### src/rtl/router_pkg.sv
// Shared definitions for the 1x3 router blocks (router_register, router_fsm,
// router_fifo).
//   - Header byte field positions (address and payload length).
//   - Default FIFO geometry.
//   - Stored FIFO word layout: header flag above the data byte.
//   - Helper that advances the remaining-byte count on each FIFO read.
package router_pkg;

  localparam int ADDR_LSB   = 0;
  localparam int ADDR_MSB   = 1;
  localparam int LEN_LSB    = 2;
  localparam int LEN_MSB    = 7;

  localparam int FIFO_DEPTH = 16;
  localparam int FIFO_WIDTH = 8;
  localparam int HDR_BIT    = FIFO_WIDTH;

  typedef struct packed {
    logic                  hdr;
    logic [FIFO_WIDTH-1:0] data;
  } fifo_word_t;

  // Remaining-count update for one read.
  // - A header loads payload length plus one, so the parity byte is counted.
  // - Any other byte counts down and saturates at zero.
  function automatic logic [6:0] next_rcnt(input logic [6:0] cur,
                                           input logic       hdr,
                                           input logic [5:0] len);
    logic [6:0] nxt;
    if (hdr) begin
      nxt = {1'b0, len} + 7'd1;
    end else if (cur != 7'd0) begin
      nxt = cur - 7'd1;
    end else begin
      nxt = 7'd0;
    end
    return nxt;
  endfunction

endpackage

### src/rtl/router_fifo_if.sv
// Bus between a router_fifo and its producer/consumer.
//
// Handshake semantics:
// - A write is accepted on a rising edge when write_enb=1 and full=0.
// - A read is accepted on a rising edge when read_enb=1 and empty=0.
// - Both conditions are judged on pre-edge flags.
// - Requests that are not accepted are dropped, not held.
// - soft_reset flushes the FIFO and overrides both requests in the same cycle.
//
// Modports:
// - master: the side that issues requests.
// - slave:  the FIFO itself.
interface router_fifo_if #(parameter int WIDTH = 8);
  logic             soft_reset;
  logic             write_enb;
  logic             read_enb;
  logic             lfd_state;
  logic [WIDTH-1:0] data_in;
  logic [WIDTH-1:0] data_out;
  logic             full;
  logic             empty;
  logic             pkt_active;

  modport master (
    output soft_reset, write_enb, read_enb, lfd_state, data_in,
    input  data_out, full, empty, pkt_active
  );

  modport slave (
    input  soft_reset, write_enb, read_enb, lfd_state, data_in,
    output data_out, full, empty, pkt_active
  );
endinterface

### src/rtl/router_fifo_mem.sv
// Simple dual-port storage array for router_fifo.
// Ports:
// - clk:     rising-edge clock.
// - wr_en / wr_addr / wr_data: synchronous write port.
// - rd_en / rd_addr:           synchronous read port.
// - rd_data: registered read data; loads only when rd_en=1, holds otherwise.
// The array has no reset; the pointer logic in router_fifo decides which
// contents are meaningful.
module router_fifo_mem #(
  parameter int DEPTH = 16,
  parameter int W     = 9,
  parameter int AW    = 4
) (
  input  logic          clk,
  input  logic          wr_en,
  input  logic [AW-1:0] wr_addr,
  input  logic [W-1:0]  wr_data,
  input  logic          rd_en,
  input  logic [AW-1:0] rd_addr,
  output logic [W-1:0]  rd_data
);

  logic [W-1:0] mem_q [DEPTH];
  logic [W-1:0] rd_data_q;

  always_ff @(posedge clk) begin
    if (wr_en) begin
      mem_q[wr_addr] <= wr_data;
    end
  end

  always_ff @(posedge clk) begin
    if (rd_en) begin
      rd_data_q <= mem_q[rd_addr];
    end
  end

  assign rd_data = rd_data_q;

endmodule

### src/rtl/router_fifo.sv
// Per-destination output FIFO of the 1x3 router.
// Bytes are captured from router_register, with the header byte flagged.
// Packets are presented in order to the read port.
//
// Ports:
// - clk: rising-edge clock.
// - rst: asynchronous active-high reset.
// - bus: router_fifo_if.slave
//   - inputs:  soft_reset, write_enb, read_enb, lfd_state, data_in
//   - outputs: data_out, full, empty, pkt_active
//
// The remaining-byte count of the packet being read is held in rcnt;
// pkt_active reports whether it is non-zero.
module router_fifo
  import router_pkg::*;
#(
  parameter int DEPTH = FIFO_DEPTH,
  parameter int WIDTH = FIFO_WIDTH
) (
  input  logic          clk,
  input  logic          rst,
  router_fifo_if.slave  bus
);

  localparam int AW = $clog2(DEPTH);

  logic [AW:0]    wr_ptr_q, wr_ptr_d;
  logic [AW:0]    rd_ptr_q, rd_ptr_d;
  logic           out_clr_q, out_clr_d;
  logic           fresh_q, fresh_d;
  logic [6:0]     rcnt_base_q, rcnt_base_d;
  logic [6:0]     rcnt;
  logic           full, empty, do_wr, do_rd;
  logic [WIDTH:0] rd_word;

  assign empty = (wr_ptr_q == rd_ptr_q);
  assign full  = (wr_ptr_q[AW] != rd_ptr_q[AW]) &&
                 (wr_ptr_q[AW-1:0] == rd_ptr_q[AW-1:0]);

  assign do_wr = bus.write_enb && !full  && !bus.soft_reset;
  assign do_rd = bus.read_enb  && !empty && !bus.soft_reset;

  router_fifo_mem #(
    .DEPTH (DEPTH),
    .W     (WIDTH + 1),
    .AW    (AW)
  ) u_mem (
    .clk     (clk),
    .wr_en   (do_wr),
    .wr_addr (wr_ptr_q[AW-1:0]),
    .wr_data ({bus.lfd_state, bus.data_in}),
    .rd_en   (do_rd),
    .rd_addr (rd_ptr_q[AW-1:0]),
    .rd_data (rd_word)
  );

  // The array's read register has no reset.
  // - out_clr_q forces data_out to zero after any reset, until the next read.
  // - The read word appears only after the read edge, so the count is split:
  //   rcnt_base_q holds the count before the newest read.
  //   fresh_q says that read still has to be applied.
  // - rcnt therefore changes on the same edge as data_out, and async reset
  //   clears it at once.
  always_comb begin
    rcnt = rcnt_base_q;
    if (fresh_q) begin
      rcnt = next_rcnt(rcnt_base_q, rd_word[WIDTH], rd_word[LEN_MSB:LEN_LSB]);
    end
  end

  always_comb begin
    wr_ptr_d    = wr_ptr_q;
    rd_ptr_d    = rd_ptr_q;
    out_clr_d   = out_clr_q;
    rcnt_base_d = rcnt;
    fresh_d     = do_rd;
    if (bus.soft_reset) begin
      wr_ptr_d    = '0;
      rd_ptr_d    = '0;
      out_clr_d   = 1'b1;
      rcnt_base_d = 7'd0;
      fresh_d     = 1'b0;
    end else begin
      if (do_wr) begin
        wr_ptr_d = wr_ptr_q + 1'b1;
      end
      if (do_rd) begin
        rd_ptr_d  = rd_ptr_q + 1'b1;
        out_clr_d = 1'b0;
      end
    end
  end

  always_ff @(posedge clk or posedge rst) begin
    if (rst) begin
      wr_ptr_q    <= '0;
      rd_ptr_q    <= '0;
      out_clr_q   <= 1'b1;
      rcnt_base_q <= 7'd0;
      fresh_q     <= 1'b0;
    end else begin
      wr_ptr_q    <= wr_ptr_d;
      rd_ptr_q    <= rd_ptr_d;
      out_clr_q   <= out_clr_d;
      rcnt_base_q <= rcnt_base_d;
      fresh_q     <= fresh_d;
    end
  end

  assign bus.data_out   = out_clr_q ? '0 : rd_word[WIDTH-1:0];
  assign bus.full       = full;
  assign bus.empty      = empty;
  assign bus.pkt_active = (rcnt != 7'd0);

endmodule

### src/flat_wrapper.sv
// flat-port wrapper written by rule: the top's interface ports become plain ports
module router_fifo_flat import router_pkg::*;
#(
  parameter int DEPTH = FIFO_DEPTH,
  parameter int WIDTH = FIFO_WIDTH
)
  (clk, rst, bus_soft_reset, bus_write_enb, bus_read_enb, bus_lfd_state, bus_data_in, bus_data_out, bus_full, bus_empty, bus_pkt_active);
  router_fifo_if #(.WIDTH(WIDTH)) bus_i ();
  input  logic clk;
  input  logic rst;
  input wire logic [$bits(bus_i.soft_reset)-1:0] bus_soft_reset;
  input wire logic [$bits(bus_i.write_enb)-1:0] bus_write_enb;
  input wire logic [$bits(bus_i.read_enb)-1:0] bus_read_enb;
  input wire logic [$bits(bus_i.lfd_state)-1:0] bus_lfd_state;
  input wire logic [$bits(bus_i.data_in)-1:0] bus_data_in;
  output wire logic [$bits(bus_i.data_out)-1:0] bus_data_out;
  output wire logic [$bits(bus_i.full)-1:0] bus_full;
  output wire logic [$bits(bus_i.empty)-1:0] bus_empty;
  output wire logic [$bits(bus_i.pkt_active)-1:0] bus_pkt_active;
  assign bus_i.soft_reset = bus_soft_reset;
  assign bus_i.write_enb = bus_write_enb;
  assign bus_i.read_enb = bus_read_enb;
  assign bus_i.lfd_state = bus_lfd_state;
  assign bus_i.data_in = bus_data_in;
  assign bus_data_out = bus_i.data_out;
  assign bus_full = bus_i.full;
  assign bus_empty = bus_i.empty;
  assign bus_pkt_active = bus_i.pkt_active;
  router_fifo #(.DEPTH(DEPTH), .WIDTH(WIDTH)) u_core (.clk(clk), .rst(rst), .bus(bus_i));
endmodule
### config.mk
export PLATFORM = sky130hd
export DESIGN_NAME = router_fifo_flat
export DESIGN_NICKNAME = d
export VERILOG_FILES = /design/src/rtl/router_pkg.sv /design/src/rtl/router_fifo_if.sv /design/src/rtl/router_fifo_mem.sv /design/src/rtl/router_fifo.sv /design/src/flat_wrapper.sv
export SDC_FILE = /design/constraint.sdc
export NUM_CORES = 1
export LEC_CHECK = 0
export ABC_AREA = 1
export CAP_MARGIN = 25
export CORE_MARGIN = 1.5
export CORE_UTILIZATION = 55
export CTS_CLUSTER_DIAMETER = 40
export DETAILED_ROUTE_END_ITERATION = 16
export PLACE_DENSITY = 0.74
export SYNTH_ARGS = -nofsm -noshare
export SYNTH_HDL_FRONTEND = slang
export SYNTH_SLANG_ARGS = --single-unit
### constraint.sdc
create_clock -name clk -period 2.51 [get_ports clk]
set_clock_uncertainty 0.2 [all_clocks]
set_input_delay 0.3765 -clock clk [delete_from_list [all_inputs] [get_ports clk]]
set_output_delay 0.3765 -clock clk [all_outputs]
set_load 0.01 [all_outputs]
==> results of run 1 <==
## power by group through the flow
stage                     clock [mW]  combinational (mW)  sequential [mW]
after floorplan                    0               0.587             3.27
after global placement             0               0.874             3.29
after detailed placement           0               0.903             3.29
after CTS                       2.73               0.932             3.23
after global routing            2.86                1.07             3.23
final                           2.70               0.972             3.23
## per-layer routing
| metal | part of all wire [%] | up-vias | global-route usage (%) | wire (um) |
|---|---|---|---|---|
| li1 | - | 2457 | - | - |
| met1 | 43 | 2606 | 34.2 | 7260 |
| met2 | 48 | 244 | 41.1 | 8260 |
| met3 | 6.2 | 41 | 5.13 | 1060 |
| met4 | 2.8 | 0 | 10.1 | 479 |
| met5 | 0 | - | 0 | 0 |
## timing repair
item,in CTS,in global routing
resized for setup,15,13
hold buffers,0,0
buffers inserted,6,6
pin swaps,6,9
endpoints found under the setup margin,3,22
## path summary, 6_finish.rpt
| check | to | startpoint | slack [ns] |
|---|---|---|---|
| max | bus_pkt_active | u_core.rcnt_base_q[0] | -0.07 |
| min | u_core.rd_ptr_q[2] | rst | 0.16 |
| max reg2reg | u_core.u_mem.mem_q[9][2] | u_core.rd_ptr_q[0] | 0.12 |
| min reg2reg | u_core.out_clr_q | u_core.out_clr_q | 0.35 |
| max in group asynchronous | u_core.rd_ptr_q[0] | rst | 1.44 |
| min in group clk | u_core.out_clr_q | u_core.out_clr_q | 0.35 |
## area by class of cell
type                            instances  area (um^2)  area share, %
Clock buffer                           18          429           4.89
Clock inverter                         14          186           2.13
Inverter                               39          146           1.67
Multi-Input combinational cell        422         2140           24.4
Sequential cell                       172         5080           57.9
Tap cell                              176          220           2.51
Timing Repair Buffer                   67          568           6.48
## flip-flops by register name, summed over array words and instances (netlist names)
name and flops:
u_core.rd_ptr_q 5, u_core.rcnt_base_q 7, u_core.u_mem.mem_q 144, u_core.out_clr_q 1, u_core.fresh_q 1, u_core.wr_ptr_q 5, u_core.u_mem.rd_data 9
## cell families (layout without fill, tap and decap cells)
kind of cell | after synthesis | after routing
fa+ha+maj | 8 | 8
buf+inv | 72 | 138
compound gates | 103 | 103
simple gates | 299 | 299
flops | 172 | 172
xor+xnor | 12 | 12
## through the flow
step	setup TNS (ns)	total power [mW]	std cells	util, %
floorplan	0	3.86	666	-
global placement	0	4.16	864	60.5
detailed placement	-0.0452	4.19	864	60.5
CTS	-0.126	6.89	902	65.6
global route	-0.210	7.16	908	66.2
finish	-0.0671	6.90	908	66.2
## layout by cell type (no fill, tap or decap), drive strengths merged, types with 3 or more instances in the layout
cell type,instances
edfxtp,153
nor2,151
nand2,82
o21ai,61
buf,44
inv,42
nand3,41
clkdlybuf4s50,21
clkbuf,19
o32ai,18
o211ai,18
dfrtp,18
nand4,13
xor2,11
nor3,9
ha,8
clkinv,7
a21oi,6
bufinv,3
==> flow_summary.json, run 1 <==
{
  "dieHeight_um": 120,
  "wirelength_mm": 17.1,
  "cts_tree": "yes",
  "crit_chain": "inv_2, ha_4, inv_2, nor2_2, nand3_2, nand2_2, o21ai_0, nand2_1, nand2_1, nor2_1, nand2_1, buf_2",
  "synth_top_family_by_area": "simple AND/OR/NAND/NOR gates",
  "vias": 5348,
  "syn-cell-area_um2": 7480,
  "place_area_um2": 8020,
  "synth-simple-area-share_pct": 16.8,
  "htree_levels": 4,
  "rr_worst_depth": 9,
  "cts_sinks": 172,
  "failed_checks": "negative setup slack",
  "crit_type": "reg -> out",
  "design_area_um2": 8770,
  "slowest_stage": "dfrtp_1",
  "nFillCells": 982,
  "start_kind": "flop",
  "wl_per_cell_um": 18.8,
  "nNetsFinal": 741,
  "grt_use_total_pct": 25.4,
  "syn_nets": 688,
  "clk_latency_ns": 0.43,
  "synth-edff-count": 153,
  "status": "complete, but fails checks",
  "yosys.cell_types.count": 30,
  "fmax_mhz": 388,
  "grt_pass1_vias": 5111,
  "finalCritPeriodShare_pct": 103,
  "max_stage_delay_ns": 0.39,
  "seqPwrFrac_pct": 46.8,
  "setup_viol": 1,
  "grt.overflow.total": 0,
  "ios": 25,
  "end_kind": "output pin",
  "viasPerCell": 5.89,
  "grt_pass1_wl_mm": 27.2,
  "yosys.area.top_type": "edfxtp_1",
  "hp-class": "in -> async",
  "synth_top_area_share_pct": 61.4,
  "yosys-top-cells-area": "edfxtp_1 (61%), nor2_1 (7.6%), dfrtp_1 (6.0%)",
  "worst_hold_slack_ns": 0.164,
  "p_leak_nw": 3.29,
  "ys_seq_area_share_pct": 67.8,
  "syn_inst": 666,
  "place_ws_ns": -0.0452,
  "synth_flop_cell": "edfxtp_1",
  "switching_power_mw": 1.78,
  "diodes": 0,
  "drt_iter0_drc": 644,
  "crit_fanout": 5,
  "cp_top_family": "simple AND/OR/NAND/NOR gates",
  "antenna_found_initial": 0,
  "fin_ws_ns": -0.0671,
  "synth_compound_area_share_pct": 8.39,
  "period_minus_slack_ns": 2.58,
  "ys_ff_latch": 172,
  "num_rows": 42,
  "hold_viol": 0,
  "critPathRequiredTime_ns": 1.93,
  "drcViolationCount": 0,
  "postSynthAreaPerCell_um2": 11.2,
  "async_flop_share_pct": 11.0,
  "p_sw_share_pct": 25.8,
  "synth_warnings": 0,
  "clockBufferDepth": 2,
  "cp.arrival_ns": 2.00,
  "slew_viol_final": 0,
  "clkTransAtPathRegs_ns": 0.07,
  "grt_start_max_net_pins": 40,
  "p_comb_share_pct": 14.1,
  "dieArea_um2": 14300,
  "p_int_mw": 5.12,
  "layout-drive-gt1-share_pct": 14.1,
  "core-area_um2": 13200,
  "synth-xor-area-share_pct": 1.40,
  "crit_top_cell": "nand2_1",
  "ir_drop_mv": 0.537,
  "p_clk_share_pct": 39.1,
  "hpwl_mm": 10.6,
  "start_util_pct": 56.5,
  "numPortBuffers": 24,
  "muxShareOfSynthArea_pct": 0,
  "path_depth": 12,
  "die_w_um": 120,
  "synth.most_common_cell": "edfxtp_1",
  "worst_slew_pin_slew_ns": 0.722,
  "drv_cap": 0,
  "power.density_nw_per_um2": 787,
  "ant_nets": 0,
  "cts-root-buf": "clkbuf_16",
  "cp.buffers_inverters": 3,
  "slew_headroom_pct": 51.8,
  "synth_fa_ha_area_share_pct": 1.34,
  "numCtsBuffers": 17,
  "rsz0062_at_grt": "true",
  "gp_routability_congestion": 0.947,
  "synth_common_cells": "edfxtp_1 (153), nor2_1 (151), nand2_1 (80)",
  "area_growth_pct": 17.2,
  "first_pass_iters": 6
}
(Power assumes the default switching activity.)
==> run 2: changes to the inputs <==
--- a/config.mk
+++ b/config.mk
@@ -9,6 +9,7 @@
 export CAP_MARGIN = 25
 export CORE_MARGIN = 1.5
 export CORE_UTILIZATION = 55
+export CTS_BUF_LIST = sky130_fd_sc_hd__clkbuf_4 sky130_fd_sc_hd__clkbuf_8 sky130_fd_sc_hd__clkbuf_16
 export CTS_CLUSTER_DIAMETER = 40
 export DETAILED_ROUTE_END_ITERATION = 16
 export PLACE_DENSITY = 0.74
==> flow_summary.json, run 2 (synthesis gave the netlist of run 1 again) <==
{
  "status": "complete, but fails checks",
  "failed_checks": "negative setup slack",
  "fmax_mhz": 388,
  "worst_hold_slack_ns": 0.166,
  "nFillCells": 982,
  "drv_cap": 0,
  "area_growth_pct": 17.2,
  "clkTransAtPathRegs_ns": 0.07,
  "r2r-end": "u_core.u_mem.mem_q[9][2]",
  "dieHeight_um": 120,
  "power.density_nw_per_um2": 788,
  "finalCritPeriodShare_pct": 103,
  "cp.buffers_inverters": 3,
  "p_clk_share_pct": 39.2,
  "numCtsBuffers": 17,
  "drt_iter0_drc": 639,
  "p_int_mw": 5.13,
  "numPortBuffers": 24,
  "start_util_pct": 56.5,
  "layout-drive-gt1-share_pct": 14.2,
  "largest_reg_flops": 144,
  "grt_pass1_vias": 5111,
  "final_common_cell": "edfxtp_1",
  "grt_pass1_wl_mm": 27.2,
  "fin_ws_ns": -0.0662,
  "end_kind": "output pin",
  "slew_headroom_pct": 51.7,
  "cp_top_family": "simple AND/OR/NAND/NOR gates",
  "ff2ff_setup_slack_ns": 0.12,
  "drcViolationCount": 0,
  "wl_per_cell_um": 18.8,
  "finalSetupTns_ns": -0.0662,
  "critPathRequiredTime_ns": 1.93,
  "rsz0062_at_grt": "true",
  "r2r_start": "u_core.rd_ptr_q[0]",
  "cts_sinks": 172,
  "antenna_found_initial": 0,
  "p_comb_share_pct": 14.1,
  "core-area_um2": 13200,
  "seqPwrFrac_pct": 46.7,
  "hold_viol": 0,
  "cts-root-buf": "clkbuf_16",
  "finalPower_mw": 6.91,
  "p_sw_share_pct": 25.8,
  "slew_viol_final": 0,
  "viasPerCell": 5.90,
  "gp_routability_congestion": 0.947,
  "cp.arrival_ns": 2.00,
  "crit_top_cell": "nand2_1",
  "grt_use_total_pct": 25.4,
  "fin_util_pct": 66.2,
  "rr_worst_depth": 9,
  "ir_drop_mv": 0.537,
  "crit_type": "reg -> out",
  "setup_viol": 1,
  "crit_fanout": 5,
  "diodes": 0,
  "num_rows": 42,
  "vias": 5353,
  "die_w_um": 120,
  "slowest_stage": "dfrtp_1",
  "cts_tree": "yes",
  "hp-class": "in -> async",
  "hpwl_mm": 10.6,
  "dieArea_um2": 14300,
  "worst_slew_pin_slew_ns": 0.724,
  "clockBufferDepth": 2,
  "clk_latency_ns": 0.43,
  "p_leak_nw": 3.30,
  "switching_power_mw": 1.78,
  "max_stage_delay_ns": 0.39,
  "htree_levels": 4,
  "wirelength_mm": 17.1,
  "first_pass_iters": 6,
  "nNetsFinal": 741,
  "period_minus_slack_ns": 2.58,
  "start_kind": "flop",
  "ant_nets": 0,
  "crit_chain": "inv_2, ha_4, inv_2, nor2_2, nand3_2, nand2_2, o21ai_0, nand2_1, nand2_1, nor2_1, nand2_1, buf_2",
  "grt_start_max_net_pins": 40,
  "ios": 25,
  "grt.overflow.total": 0,
  "regMostFlops": "u_core.u_mem.mem_q",
  "layout_common_cells": "edfxtp_1 (153), nor2_1 (147), nand2_1 (79)"
}
[run 2: cell type report]
cell class | instances | area [um^2] | area share (%)
flip-flops and latches | 172 | 5080 | 57.9
well taps | 176 | 220 | 2.51
clock buffers | 18 | 433 | 4.94
inverters | 39 | 146 | 1.67
repair buffers | 67 | 568 | 6.48
multi-input cells | 422 | 2140 | 24.4
clock inverters | 14 | 186 | 2.13
[run 2: worst max-delay path by stage]
stage / end / depth (start not counted) / slack, ns / from
2_1_floorplan: u_core.u_mem.mem_q[0][0] / 9 / 0.13 / u_core.wr_ptr_q[3]
3_3_place_gp: bus_pkt_active / 14 / 0.04 / u_core.rcnt_base_q[0]
3_5_place_dp: bus_pkt_active / 14 / -0.05 / u_core.rcnt_base_q[0]
4_1_cts: bus_pkt_active / 14 / -0.13 / u_core.rcnt_base_q[0]
5_1_grt: bus_pkt_active / 14 / -0.21 / u_core.rcnt_base_q[0]
6_report: bus_pkt_active / 12 / -0.07 / u_core.rcnt_base_q[0]
[run 2: power by group through the flow]
stage,Combinational (mW),Clock [mW],Sequential [mW]
2_1_floorplan,0.587,0,3.27
3_3_place_gp,0.874,0,3.29
3_5_place_dp,0.903,0,3.29
4_1_cts,0.932,2.74,3.23
5_1_grt,1.07,2.87,3.23
6_report,0.972,2.71,3.23
[run 2: through the flow]
step / cells / setup WS (ns) / area (um^2)
floorplan: 666 / 0.131 / 7480
global placement: 864 / 0.0420 / 8020
detailed placement: 864 / -0.0452 / 8020
CTS: 902 / -0.126 / 8690
global route: 908 / -0.210 / 8770
finish: 908 / -0.0662 / 8770
[run 2: layer usage]
metal	vias to the layer above	routed length (um)	global-route usage [%]
met1	2611	7290	34.2
met5	-	0	0
met2	241	8230	41.1
met3	45	1040	5.13
met4	0	514	10.1
li1	2456	-	-
[run 2: what timing repair did]
action                     in CTS  in global routing
setup endpoints to repair       3                 22
buffers inserted                6                  6
gates resized for setup        15                 13
hold buffers                    0                  0
pin swaps                       6                  9
